--- src/rtl/tms1000_panel_responder.sv ---
// Board-side keyboard matrix and multiplexed display for a TMS1000 core:
// debounces keys, returns K rows for strobed R columns, captures O per digit.
module tms1000_panel_responder #(
  parameter int NUM_COLS       = 11,
  parameter int TICK_DIV       = 12000,
  parameter int DEBOUNCE_TICKS = 4,
  parameter int SETTLE         = 8,
  parameter int TIMEOUT        = 60000
) (
  input  logic                  raw_clk,
  input  logic                  reset,
  input  logic [NUM_COLS-1:0]   pins_r,
  input  logic [7:0]            pins_o,
  input  logic [4*NUM_COLS-1:0] keys,
  output logic [3:0]            pins_k,
  output logic [4*NUM_COLS-1:0] deb_keys,
  output logic [8*NUM_COLS-1:0] digits,
  output logic [NUM_COLS-1:0]   digit_valid,
  output logic                  key_event,
  output logic [5:0]            key_index,
  output logic                  key_pressed
);

  localparam int NK = 4 * NUM_COLS;
  localparam int TW = (TICK_DIV > 1) ? $clog2(TICK_DIV) : 1;
  localparam int DW = $clog2(DEBOUNCE_TICKS + 1);
  localparam int SW = $clog2(SETTLE + 1);
  localparam int AW = $clog2(TIMEOUT + 1);

  logic [NUM_COLS-1:0] r_q;
  logic [7:0]          o_q;
  logic [7:0]          o_prev;
  logic [NK-1:0]       keys_q;
  logic [TW-1:0]       tick_cnt;
  logic                tick;

  logic [DW-1:0]       cnt      [NK];
  logic [DW-1:0]       cnt_next [NK];
  logic [NK-1:0]       deb_next;
  logic [NK-1:0]       flips;
  logic [5:0]          first_idx;
  logic                first_val;
  logic [3:0]          k_next;

  logic [SW-1:0]       settle   [NUM_COLS];
  logic [AW-1:0]       age      [NUM_COLS];
  logic                o_stable;
  logic [NUM_COLS-1:0] cap;

  assign tick     = (tick_cnt == TW'(TICK_DIV - 1));
  assign o_stable = (o_q == o_prev);

  always_comb begin
    deb_next  = deb_keys;
    flips     = '0;
    cnt_next  = cnt;
    first_idx = '0;
    first_val = 1'b0;
    k_next    = '0;
    if (tick) begin
      for (int i = 0; i < NK; i++) begin
        if (keys_q[i] == deb_keys[i]) begin
          cnt_next[i] = '0;
        end else if (cnt[i] == DW'(DEBOUNCE_TICKS - 1)) begin
          deb_next[i] = keys_q[i];
          cnt_next[i] = '0;
          flips[i]    = 1'b1;
        end else begin
          cnt_next[i] = cnt[i] + 1'b1;
        end
      end
    end
    // Descending scan so the lowest flipped index is the one that sticks.
    for (int i = NK - 1; i >= 0; i--) begin
      if (flips[i]) begin
        first_idx = 6'(i);
        first_val = deb_next[i];
      end
    end
    for (int c = 0; c < NUM_COLS; c++) begin
      if (r_q[c]) k_next = k_next | deb_keys[4*c +: 4];
    end
  end

  always_comb begin
    cap = '0;
    for (int c = 0; c < NUM_COLS; c++) begin
      cap[c] = r_q[c] && o_stable && (settle[c] == SW'(SETTLE - 1));
    end
  end

  // key_event is a single-cycle strobe with no back-pressure: key_index and
  // key_pressed are meaningful only in the cycle key_event is high.
  always_ff @(posedge raw_clk or posedge reset) begin
    if (reset) begin
      r_q         <= '0;
      o_q         <= '0;
      o_prev      <= '0;
      keys_q      <= '0;
      tick_cnt    <= '0;
      deb_keys    <= '0;
      key_event   <= 1'b0;
      key_index   <= '0;
      key_pressed <= 1'b0;
      pins_k      <= '0;
      digits      <= '0;
      digit_valid <= '0;
      for (int i = 0; i < NK; i++) cnt[i] <= '0;
      for (int c = 0; c < NUM_COLS; c++) begin
        settle[c] <= '0;
        age[c]    <= '0;
      end
    end else begin
      r_q         <= pins_r;
      o_q         <= pins_o;
      o_prev      <= o_q;
      keys_q      <= keys;
      tick_cnt    <= tick ? '0 : tick_cnt + 1'b1;
      deb_keys    <= deb_next;
      cnt         <= cnt_next;
      key_event   <= |flips;
      key_index   <= first_idx;
      key_pressed <= first_val;
      pins_k      <= k_next;
      for (int c = 0; c < NUM_COLS; c++) begin
        if (!r_q[c] || !o_stable) begin
          settle[c] <= '0;
        end else if (settle[c] != SW'(SETTLE)) begin
          settle[c] <= settle[c] + 1'b1;
        end
        // A capture in the same cycle as a timeout wins.
        if (cap[c]) begin
          digits[8*c +: 8] <= o_q;
          digit_valid[c]   <= 1'b1;
          age[c]           <= '0;
        end else if (age[c] != AW'(TIMEOUT)) begin
          age[c] <= age[c] + 1'b1;
          if (age[c] == AW'(TIMEOUT - 1)) begin
            digit_valid[c]   <= 1'b0;
            digits[8*c +: 8] <= '0;
          end
        end
      end
    end
  end

endmodule

--- config.mk ---
export PLATFORM = sky130hd
export DESIGN_NAME = tms1000_panel_responder
export DESIGN_NICKNAME = d
export VERILOG_FILES = /design/src/rtl/tms1000_panel_responder.sv
export SDC_FILE = /design/constraint.sdc
export NUM_CORES = 1
export LEC_CHECK = 0
export ABC_AREA = 1
export BUFFER_PORTS_ARGS = -buffer_cell sky130_fd_sc_hd__clkbuf_2
export CAP_MARGIN = 20
export CELL_PAD_IN_SITES_DETAIL_PLACEMENT = 1
export CELL_PAD_IN_SITES_GLOBAL_PLACEMENT = 2
export CORE_MARGIN = 2
export CORE_UTILIZATION = 30
export DETAILED_ROUTE_END_ITERATION = 12
export HOLD_SLACK_MARGIN = 0.06
export PLACE_DENSITY = 0.64
export SYNTH_ARGS = -nofsm -noshare
export SYNTH_HDL_FRONTEND = slang
export SYNTH_SLANG_ARGS = --single-unit
export TNS_END_PERCENT = 20
--- constraint.sdc ---
create_clock -name raw_clk -period 21.5 [get_ports raw_clk]
set_input_delay 1.075 -clock raw_clk [delete_from_list [all_inputs] [get_ports raw_clk]]
set_output_delay 1.075 -clock raw_clk [all_outputs]
set_load 0.05 [all_outputs]
After elaboration in Yosys (flattened, before gate mapping):

Index checks and enable logic that the tools add are counted.

* input port bits: 65
* logic and storage cells: 875
* output and inout port bits: 155
* flip-flop bits (word level): 592

* eq/ne operators: 134
* add/subtract/negate cells: 67
* reduce and logical (&&, ||, !) cells: 90
* bitwise gates (word level): 10
* mux-type cells: 476

Operators with widths (number)
* 16-bit 2-to-1 mux: 22
* 3-bit 2-to-1 mux: 88
* 6-bit 2-to-1 mux: 44
* 8-bit 2-to-1 mux: 33
* 1-bit 2-to-1 mux: 253
* 16-bit by 1-bit adder with 16-bit output, second input constant: 11
* 16-bit equality test, second input constant: 11
* 16-bit != test, second input constant: 11
* 3-bit by 1-bit adder with 3-bit output, second input constant: 44
* 3-bit by 2-bit equality test with 1-bit output, second input constant: 44
* 4-bit 2-to-1 mux: 33
* 44-bit 2-to-1 mux: 2
* 2-bit nonzero test: 33
* 4-bit by 1-bit adder with 4-bit output, second input constant: 11
* 1-bit equality test: 44
* 4-bit by 3-bit equality test with 1-bit output, second input constant: 11
* 4-bit != test, second input constant: 11
* 44-bit OR reduction: 1
* 4-bit OR: 10
* 1-bit logical AND: 22
* 2-bit AND reduction: 11
* 14-bit by 1-bit adder with 14-bit output, second input constant: 1
* 14-bit equality test, second input constant: 1
* 14-bit 2-to-1 mux: 1
* 3 further kinds: 24

Depth between registers and ports, before layout:

Gate-level depths: netlist of run 1.

* word-level depth: 48
* gate-level depth with buffers: 51

Worst setup path after synthesis of run 1:

Ideal clock, no wire load.

* path type: register to register
* start: reg tick_cnt[0]
* end: reg key_pressed
* path buffers: 1
* arrival: 3.127 ns
* clock period less this slack: 3.251 ns
* stages on the path, launching flop included: 52
* slack: 18.249 ns
* library setup time: 0.124 ns
* cell sequence: dfrtp_1 ha_1 nand3_2 nor2_4 nand3_2 buf_6 nor2_4 nand2_2 o21ai_2 inv_2 nand2_1 nand2_1 nand2_1 nand2_1 nand2_1 nand2_1 nand2_1 nand2_1 [16 not listed] nand2_1 nand2_1 nand2_1 nand2_1 nand2_1 nand2_1 nand2_1 nand2_1 nand2_1 nand2_1 nand2_1 nand2_1 nand2_1 nand2_1 nand2_1 nand2_1 nand2_1 a21oi_1

* cells in the longest elaborated chain, start to end: 46
* elaborated cells between the ends (all ways): 47
* classes of those cells: eq/ne (1); mux (46)

RTL lines
* start, declared: RTL line 34 `logic [TW-1:0] tick_cnt;`
* start signal, assigned: RTL line 118 `tick_cnt <= tick ? '0 : tick_cnt + 1'b1;`
* 14-bit equality test *: RTL line 50 `assign tick = (tick_cnt == TW'(TICK_DIV - 1));`
* 44-bit 2-to-1 mux: RTL line 60 `if (tick) begin`
* 1-bit 2-to-1 mux (43 in a row): RTL line 75 `if (flips[i]) begin`
* 1-bit 2-to-1 mux *: RTL line 75
* named net first_val: RTL line 42 `logic first_val;`
* end signal, assigned: RTL line 123 `key_pressed <= first_val;`
* end, declared: RTL line 21 `output logic key_pressed`

The timed path passes the listed nets; every way through them passes the cells marked *.
A chain may end at the register's enable or synchronous reset.

Worst setup path in the final report of run 1:

Same ends and word-level chain as after synthesis.

==> impl_metrics.tcl, run 1 <==
set metrics [dict create \
    outcome "completed" \
    io_buffers 219 \
    hold_slack_ps 387 \
    holdBufCountCts 0 \
    fin_crit_ps 4810 \
    syn-mean-instance-area_sq_um 8.45 \
    combPwrFrac_pct 2.0 \
    clock_skew_ps 16.0 \
    drc 0 \
    drt_iter0_drc 866 \
    setup_viol 0 \
    final_common_cell "dfrtp_1" \
    finalHoldViolCount 0 \
    power_frac_clock_pct 52.3 \
    postRouteAntennaNets 0 \
    ys_types 44 \
    coreArea_sq_um 91700 \
    start_kind "flop" \
    synth_seq_cells 592 \
    grt_start_max_net_pins 100 \
    grt_pass1_wl_mm 131 \
    vdd_drop_max_uv 44.1 \
    die-area_sq_um 95000 \
    place_area_sq_um 30300 \
    ff2ff_setup_slack_ps 16690 \
    final_max_slew_viol_count 0 \
    gr-total-overflow 0 \
    ys_async_sr_fraction_pct 100 \
    htreeDepth 3 \
    cts_setup_buffers 0 \
    numCtsBuffers 74 \
    r2r-end "key_pressed$_DFF_PP0_" \
    min_to "o_prev[0]$_DFF_PP0_" \
    cp.required_ps 22040 \
    ios 220 \
    fill_cells 10800 \
    reg2reg_from "tick_cnt[0]$_DFF_PP0_" \
    cts_tree "yes" \
    final_cell_area_sq_um 32800 \
    swShare_pct 22.1 \
    cp_max_fo 40 \
    clockBufferDepth 3 \
    globalplace.congestion 0.798 \
    syn_nets 3439 \
    critPathKind "flop to flop" \
    grt_pass1_vias 24900 \
    vias_per_cell 4.81 \
    initial_core_util_pct 30.3 \
    worst_pin_slew_ps 999 \
    layout.area.seq_sq_um 14800 \
    max_freq_mhz 208 \
    hp-class "flop to flop" \
    clockRootBuffer "clkbuf_16" \
    pwr_density_cell_nw_per_um2 75.6 \
    antennaDiodeCount 0 \
    p_seq_share_pct 45.6 \
    rows 111 \
    drt_pre_antenna_iters 5 \
    worstHoldStart "o_q[0]$_DFF_PP0_" \
    hold_depth 0 \
    synth_edf_count 0 \
    dieHeight_um 308 \
    cts_resized 0 \
    fp.dieW_um 308 \
    vias 23000 \
    path_clk_slew_ps 60 \
    dp_hpwl_mm 57.9 \
    clock-sinks 592 \
    antenna_found_initial 0 \
    wl_mm 80.0 \
    cp-startpoint "tick_cnt[0]$_DFF_PP0_" \
    yosysSeqAreaShare_pct 53.4 \
    netlist_area_sq_um 27800 \
    p_int_w 0.00193 \
    synthCells 3285 \
    path_common_cell "nand2_1" \
    area_growth_pct 18.0 \
    slowest_delay_ps 590 \
    crit_slowest_cell "clkinv_2" \
    drive_gt1_share_pct 10.8 \
    fin_crit_sh_pct 22.4 \
    rsz0062_at_grt "no" \
    final_cell_mix "592 x dfrtp_1, 586 x nand2_1, 450 x inv_1" \
    end_kind "flop" \
    drt-wirelength-per-cell_um 16.8 \
    r2r_cells 49 \
    maxCapViolCount 0 \
    cp.arrival_ps 5340 \
    fin_setup_tns_ps 0 \
    slew_headroom_pct 33.4 \
    synth_flop_cell "dfrtp_1" \
    yosysWarningCount 0 \
    clk_latency_ps 620 \
    p_leak_nw 15.8 \
    multi_input_area_sq_um 11000 \
    fin_nets 3690 \
    p_sw_w 0.000547 \
    track_usage_pct 17.1 \
]
## layout make-up
cell class	instances	area share (%)
clock buffers	108	6.79
clock inverters	18	0.833
inverters	456	5.25
multi-input cells	2172	33.6
flip-flops and latches	592	45.2
well taps	1186	4.53
repair buffers	240	3.83
## synth_stat cells (4+ instances only)
library cell	n	area, sq um
o21a_1	13	97.6
or2_2	23	144
a31oi_1	23	144
nand2_1	586	2200
nand3b_1	22	165
o31ai_1	10	75.1
nand3_1	190	951
a221oi_1	8	70.1
buf_1	4	15.0
ha_1	89	1110
a21oi_1	212	1060
dfrtp_1	592	14800
nor3b_1	13	97.6
nor2_1	429	1610
nor3_1	107	536
a211oi_1	4	30.0
o22ai_1	6	37.5
nor4_1	38	238
xor2_1	59	517
o21ai_0	251	1260
xnor2_1	4	35.0
clkbuf_1	58	218
a21boi_0	22	165
nand4_1	35	219
and3_1	6	37.5
inv_1	451	1690
## critical path: cells and delay by family (launching register included)
| kind | cells | cell delay, ps |
|---|---|---|
| buffers and inverters | 1 | 590 |
| adders and majority gates | 1 | 220 |
| AOI/OAI and AO/OA | 3 | 390 |
| and+or+nand+nor | 44 | 3090 |
| DFF | 1 | 370 |
## power groups by stage
stage | combinational, W | clock, W | sequential, W
after floorplan | 0.0000284 | 0 | 0.00115
after CTS | 0.0000546 | 0.00135 | 0.00113
after global routing | 0.0000593 | 0.00138 | 0.00113
final | 0.0000505 | 0.00130 | 0.00113
after global placement | 0.0000533 | 0 | 0.00115
after detailed placement | 0.0000543 | 0 | 0.00115
## flip-flops by register name, summed over array words and instances (netlist names)
name	count
deb_keys	44
pins_k	4
key_pressed	1
digits	88
age	176
settle	44
r_q	11
o_q	8
digit_valid	11
key_event	1
key_index	6
o_prev	8
cnt	132
keys_q	44
tick_cnt	14
## through the flow
| step | util (%) | instances | worst slack, ps | total power [W] |
|---|---|---|---|---|
| floorplan | - | 3285 | 3860 | 0.00118 |
| global placement | 33.0 | 4646 | 16660 | 0.00120 |
| detailed placement | 33.0 | 4646 | 16580 | 0.00120 |
| CTS | 35.7 | 4772 | 16560 | 0.00253 |
| global route | 35.7 | 4772 | 15900 | 0.00257 |
| finish | 35.7 | 4772 | 16690 | 0.00248 |
## cell families (layout without fill, tap and decap cells)
group,after synthesis,count (layout),share of synthesized area (%)
xor gates and xnor gates,63,63,1.99
AOI/OAI and AO/OA,559,559,10.8
DFF,592,592,53.4
buffers and inverters,521,822,7.08
and+or+nand+nor,1460,1460,22.7
muxes,1,1,0.0406
adders and majority gates,89,89,4.01
## per-layer routing
layer	share of wire, %	routed length, um	global-route usage, %
met1	45	36100	21.4
met2	49	39400	30.3
met3	3.0	2420	2.62
met4	2.6	2100	5.30
met5	0	0	0
## worst max path at each step
stage / end / cells past startpoint
final: key_pressed$_DFF_PP0_ / 49
after global routing: key_pressed$_DFF_PP0_ / 49
after CTS: key_pressed$_DFF_PP0_ / 49
after detailed placement: key_pressed$_DFF_PP0_ / 49
after global placement: key_pressed$_DFF_PP0_ / 49
after floorplan: age[0]$_DFFE_PP0P_ / 1
Note: power is estimated with default switching activity, not from simulation.
==> run 2: changes to the inputs <==
PLACE_DENSITY = 0.67   (was 0.64)
clock period = 4.28 ns   (was 21.5 ns; I/O delays follow)
==> run 2 against run 1 <==
Utilization rose by 1.1 points. Sequential share of layout area fell by 1.3 points. Wire length fell by 3.3%. Flip-flop and latch count did not move. First-iteration DRC count rose by 0.12%. Total power rose to 5.0 times the previous value. Critical endpoint is now key_index[0]$_DFF_PP0_.
==> impl_metrics.tcl, run 2 (same netlist as run 1, synthesis figures left out) <==
set metrics [dict create \
    finalHoldViolCount 0 \
    worst_pin_slew_ps 933 \
    drt_iter0_drc 867 \
    path_common_cell "nand2_1" \
    rsz0062_at_grt "yes" \
    dp_hpwl_mm 55.1 \
    grt_pass1_wl_mm 127 \
    hold_slack_ps 194 \
    fin_crit_sh_pct 89.6 \
    cp_max_fo 6 \
    io_buffers 219 \
    vdd_drop_max_uv 323 \
    r2r-end "key_index[0]$_DFF_PP0_" \
    drc 0 \
    final_max_slew_viol_count 0 \
    grt_start_max_net_pins 122 \
    place_area_sq_um 30400 \
    largest_reg_flops 176 \
    fp.dieW_um 308 \
    antennaDiodeCount 0 \
    max_freq_mhz 261 \
    numCtsBuffers 74 \
    drt-wirelength-per-cell_um 15.9 \
    cp.required_ps 4780 \
    area_growth_pct 21.5 \
    pre_cts_ws_ps 78.0 \
    htreeDepth 3 \
    hp-class "input port to asynchronous set/reset pin" \
    cp-startpoint "tick_cnt[1]$_DFF_PP0_" \
    wl_mm 77.3 \
    critPathKind "flop to flop" \
    grt_pass1_vias 23600 \
    setup_viol 0 \
    clock-sinks 592 \
    setup_ws_ps 444 \
    drt_pre_antenna_iters 4 \
    clockBufferDepth 3 \
    clock_skew_ps 19.5 \
    track_usage_pct 16.6 \
    outcome "completed" \
    p_leak_nw 16.2 \
    largest-register "age" \
    slew_headroom_pct 37.8 \
    layout.area.seq_sq_um 14800 \
    globalplace.congestion 0.766 \
    final_cell_area_sq_um 33700 \
    vias_per_cell 4.64 \
    final_cell_mix "592 x dfrtp_1, 585 x nand2_1, 450 x inv_1" \
    end_kind "flop" \
    postRouteAntennaNets 0 \
    gr-total-overflow 0 \
    cp.arrival_ps 4340 \
    vias 22500 \
    r2r_cells 42 \
    rows 111 \
    final_common_cell "dfrtp_1" \
    fin_crit_ps 3840 \
    drive_gt1_share_pct 11.4 \
    crit_slowest_cell "dfrtp_1" \
    cts_tree "yes" \
    maxCapViolCount 0 \
    clk_latency_ps 630 \
    initial_core_util_pct 30.3 \
    start_kind "flop" \
    pwr_density_cell_nw_per_um2 369 \
    reg_top3 "age x176, cnt x132, digits x88" \
    fin_nets 3774 \
    dieHeight_um 308 \
    die-area_sq_um 95000 \
    slowest_delay_ps 380 \
    coreArea_sq_um 91700 \
    antenna_found_initial 2 \
    final_core_util_pct 36.8 \
    ff2ff_setup_slack_ps 440 \
    multi_input_area_sq_um 11000 \
    reg2reg_from "tick_cnt[1]$_DFF_PP0_" \
    fill_cells 10800 \
    ios 220 \
    clockRootBuffer "clkbuf_16" \
    path_clk_slew_ps 60 \
]
==> run 2: changes by cell type in the layout (fill, tap and decap cells not counted), moves of 3 or more <==
cell / before / now
dlygate4sd3_1: 0 / 64
buf_4: 21 / 31
buf_12: 0 / 9
nor2_1: 429 / 425
clkbuf_16: 79 / 82
==> run 2: repair_timing <==
action                                 in CTS  in global routing
buffers inserted                            0                  8
resized for setup                           0                 14
endpoints found under the hold margin      91                  0
hold buffers                               64                  0
setup endpoints to repair                   0                  2
==> run 2: per-layer routing <==
| metal | track usage [%] | vias to the layer above | part of all wire (%) |
|---|---|---|---|
| li1 | - | 11300 | - |
| met1 | 22.1 | 10800 | 48 |
| met2 | 27.8 | 251 | 47 |
| met3 | 2.81 | 103 | 3.2 |
| met4 | 4.47 | 0 | 2.3 |
| met5 | 0 | - | 0 |
==> run 2: power breakdown <==
group | switching, W | internal [W]
Sequential | 0.0000379 | 0.00563
Combinational | 0.000215 | 0.0000978
Clock | 0.00248 | 0.00399
==> run 2: worst max-delay path by stage <==
| stage | cells past startpoint | end | slack [ps] |
|---|---|---|---|
| finish | 42 | key_index[0]$_DFF_PP0_ | 440 |
| global route | 50 | key_pressed$_DFF_PP0_ | -90 |
| CTS | 43 | key_pressed$_DFF_PP0_ | 30 |
| detailed placement | 43 | key_pressed$_DFF_PP0_ | 80 |
| global placement | 50 | key_pressed$_DFF_PP0_ | 150 |
| floorplan | 1 | age[0]$_DFFE_PP0P_ | -4010 |
==> run 2: area by class of cell <==
class	count	area share [%]
Clock inverter	14	0.586
Sequential cell	592	43.9
Timing Repair Buffer	324	6.44
Tap cell	1186	4.40
Clock buffer	114	6.85
Multi-Input combinational cell	2172	32.7
Inverter	456	5.09
==> run 2: through the flow <==
step           total power (W)  instances  setup TNS [ps]
3_3_place_gp           0.00606       4657               0
6_report                0.0125       4858               0
2_1_floorplan          0.00591       3285        -2371150
5_1_grt                 0.0130       4858            -109
4_1_cts                 0.0127       4849               0
3_5_place_dp           0.00606       4657               0
==> run 2: worst max-delay path, delay by kind of cell, from the launching register on <==
kind | cells | cell delay [ps]
simple gates | 32 | 2090
compound gates | 7 | 810
flops | 1 | 380
buf+inv | 2 | 300
fa+ha+maj | 1 | 170
==> run 3: changes to the inputs <==
CELL_PAD_IN_SITES_DETAIL_PLACEMENT = unset   (was 1)
CELL_PAD_IN_SITES_GLOBAL_PLACEMENT = unset   (was 2)
PLACE_DENSITY = 0.44   (was 0.67)
==> run 3 against run 2 <==
Critical path depth increased by 9. Critical endpoint is now key_pressed$_DFF_PP0_. Highest routed layer unchanged. First-iteration DRC count increased by 39%. Combinational power decreased by 3%. Flip-flop and latch count unchanged. Final cell count increased by 0.10%. Hold slack improved by 32 ps. Worst setup slack improved by 74 ps. Wire length decreased by 7.3%. Count of clock-buffer cells in the layout decreased by 6.
==> impl_metrics.tcl, run 3 (same netlist as run 1, synthesis figures left out) <==
set metrics [dict create \
    rsz0062_at_grt "yes" \
    start_kind "flop" \
    track_usage_pct 15.5 \
    drive_gt1_share_pct 11.7 \
    largest_reg_flops 176 \
    initial_core_util_pct 30.3 \
    htreeDepth 3 \
    drt-wirelength-per-cell_um 14.7 \
    numCtsBuffers 75 \
    slew_headroom_pct 42.9 \
    final_cell_mix "592 x dfrtp_1, 584 x nand2_1, 450 x inv_1" \
    rows 111 \
    vias 22000 \
    p_leak_nw 16.2 \
    setup_viol 0 \
    clk_latency_ps 630 \
    r2r_cells 51 \
    antenna_found_initial 2 \
    dieHeight_um 308 \
    die-area_sq_um 95000 \
    outcome "completed" \
    final_core_util_pct 36.9 \
    cp_max_fo 5 \
    pwr_density_cell_nw_per_um2 373 \
    cp.required_ps 4780 \
    p_sw_w 0.00280 \
    layout.area.seq_sq_um 14800 \
    fp.dieW_um 308 \
    crit_cells 51 \
    cp-startpoint "tick_cnt[0]$_DFF_PP0_" \
    largest-register "age" \
    clock-sinks 592 \
    dp_hpwl_mm 50.7 \
    ios 220 \
    reg2reg_from "tick_cnt[0]$_DFF_PP0_" \
    crit_slowest_cell "dfrtp_1" \
    swShare_pct 22.2 \
    clock_skew_ps 19.2 \
    cts_tree "yes" \
    fin_crit_sh_pct 87.9 \
    maxCapViolCount 0 \
    endpoint "key_pressed$_DFF_PP0_" \
    drc 0 \
    worst_pin_slew_ps 854 \
    vdd_drop_max_uv 261 \
    crit_buf_inv 2 \
    slowest_delay_ps 400 \
    finalHoldViolCount 0 \
    combPwrFrac_pct 2.4 \
    max_freq_mhz 266 \
    path_common_cell "nand2_1" \
    power_frac_clock_pct 52.6 \
    clockBufferDepth 3 \
    clockRootBuffer "clkbuf_16" \
    gr-total-overflow 0 \
    final_common_cell "dfrtp_1" \
    grt_pass1_vias 21600 \
    fill_cells 9464 \
    r2r-end "key_pressed$_DFF_PP0_" \
    io_buffers 219 \
    p_int_w 0.00981 \
    path_clk_slew_ps 60 \
    final_max_slew_viol_count 0 \
    reg_top3 "age x176, cnt x132, digits x88" \
    fin_cells 4863 \
    globalplace.congestion 0.775 \
    vias_per_cell 4.53 \
    fin_crit_ps 3760 \
    hp-class "input port to flop" \
    drt_iter0_drc 1205 \
    drt_pre_antenna_iters 5 \
    ff2ff_setup_slack_ps 520 \
    fin_nets 3771 \
    cp.arrival_ps 4260 \
    p_seq_share_pct 45.0 \
    end_kind "flop" \
    coreArea_sq_um 91700 \
    placedCellCount 4658 \
    path_delay_family "simple AND/OR/NAND/NOR gates" \
    grt_pass1_wl_mm 118 \
    critPathKind "flop to flop" \
    postRouteAntennaNets 0 \
    grt_start_max_net_pins 125 \
    wl_mm 71.7 \
    multi_input_area_sq_um 11000 \
    area_growth_pct 21.7 \
]
run 3: changes by cell type in the layout (fill, tap and decap cells not counted), sizes merged:
cell,delta
clkinv,+10
clkbuf,-7
buf,-3
inv,+2
bufinv,+1
clkinvlp,+1
diode,+1
run 3: per-layer routing:
layer  GRT usage (%)  share of wire [%]  vias up
met5               0                  0        -
met4            4.32                2.3        0
met3            2.78                3.4      103
met2            25.1                 45      309
met1            21.1                 49    10200
li1                -                  -    11400
run 3: what timing repair did:
item,in CTS,in global routing
hold buffers,64,0
endpoints found under the setup margin,0,2
setup buffers,0,4
gates resized for setup,0,15
endpoints found under the hold margin,90,0
run 3: stage by stage:
stage | TNS (ps) | hold WS [ps] | setup WS (ps) | cell area [sq um] | power, W
floorplan | -2371150 | 245 | -4010 | 27800 | 0.00591
detailed placement | 0 | 324 | 208 | 30400 | 0.00605
global placement | 0 | 322 | 260 | 30400 | 0.00605
CTS | 0 | 172 | 175 | 33700 | 0.0129
global route | -67.9 | 198 | -67.9 | 33800 | 0.0132
finish | 0 | 227 | 519 | 33800 | 0.0126
run 3: layout make-up:
| class | instances | share of cell area [%] |
|---|---|---|
| Timing Repair Buffer | 320 | 6.23 |
| Inverter | 456 | 5.09 |
| Tap cell | 1186 | 4.39 |
| Antenna cell | 1 | 0.00740 |
| Sequential cell | 592 | 43.8 |
| Clock buffer | 108 | 6.76 |
| Clock inverter | 28 | 1.01 |
| Multi-Input combinational cell | 2172 | 32.7 |
run 3: worst reg2reg max path, delay by kind of cell, from the launching register on:
family                   cells  cell delay (ps)
AO/OA/AOI/OAI                2              140
adder cells (fa/ha/maj)      1              170
buffers and inverters        2              210
flip-flops                   1              400
AND/OR/NAND/NOR             46             2740
run 3: power by group through the flow:
stage | clock [W] | combinational [W] | sequential (W)
global placement | 0 | 0.000275 | 0.00577
detailed placement | 0 | 0.000273 | 0.00577
CTS | 0.00691 | 0.000321 | 0.00567
floorplan | 0 | 0.000144 | 0.00576
finish | 0.00664 | 0.000303 | 0.00567
global route | 0.00713 | 0.000351 | 0.00567
run 3: worst min path at each step:
stage,startpoint,to,depth (start not counted)
after floorplan,keys[0],keys_q[0]$_DFF_PP0_,0
after global placement,keys[19],keys_q[19]$_DFF_PP0_,1
after detailed placement,keys[15],keys_q[15]$_DFF_PP0_,1
after CTS,keys[25],keys_q[25]$_DFF_PP0_,2
after global routing,pins_r[5],r_q[5]$_DFF_PP0_,2
final,keys[20],keys_q[20]$_DFF_PP0_,2
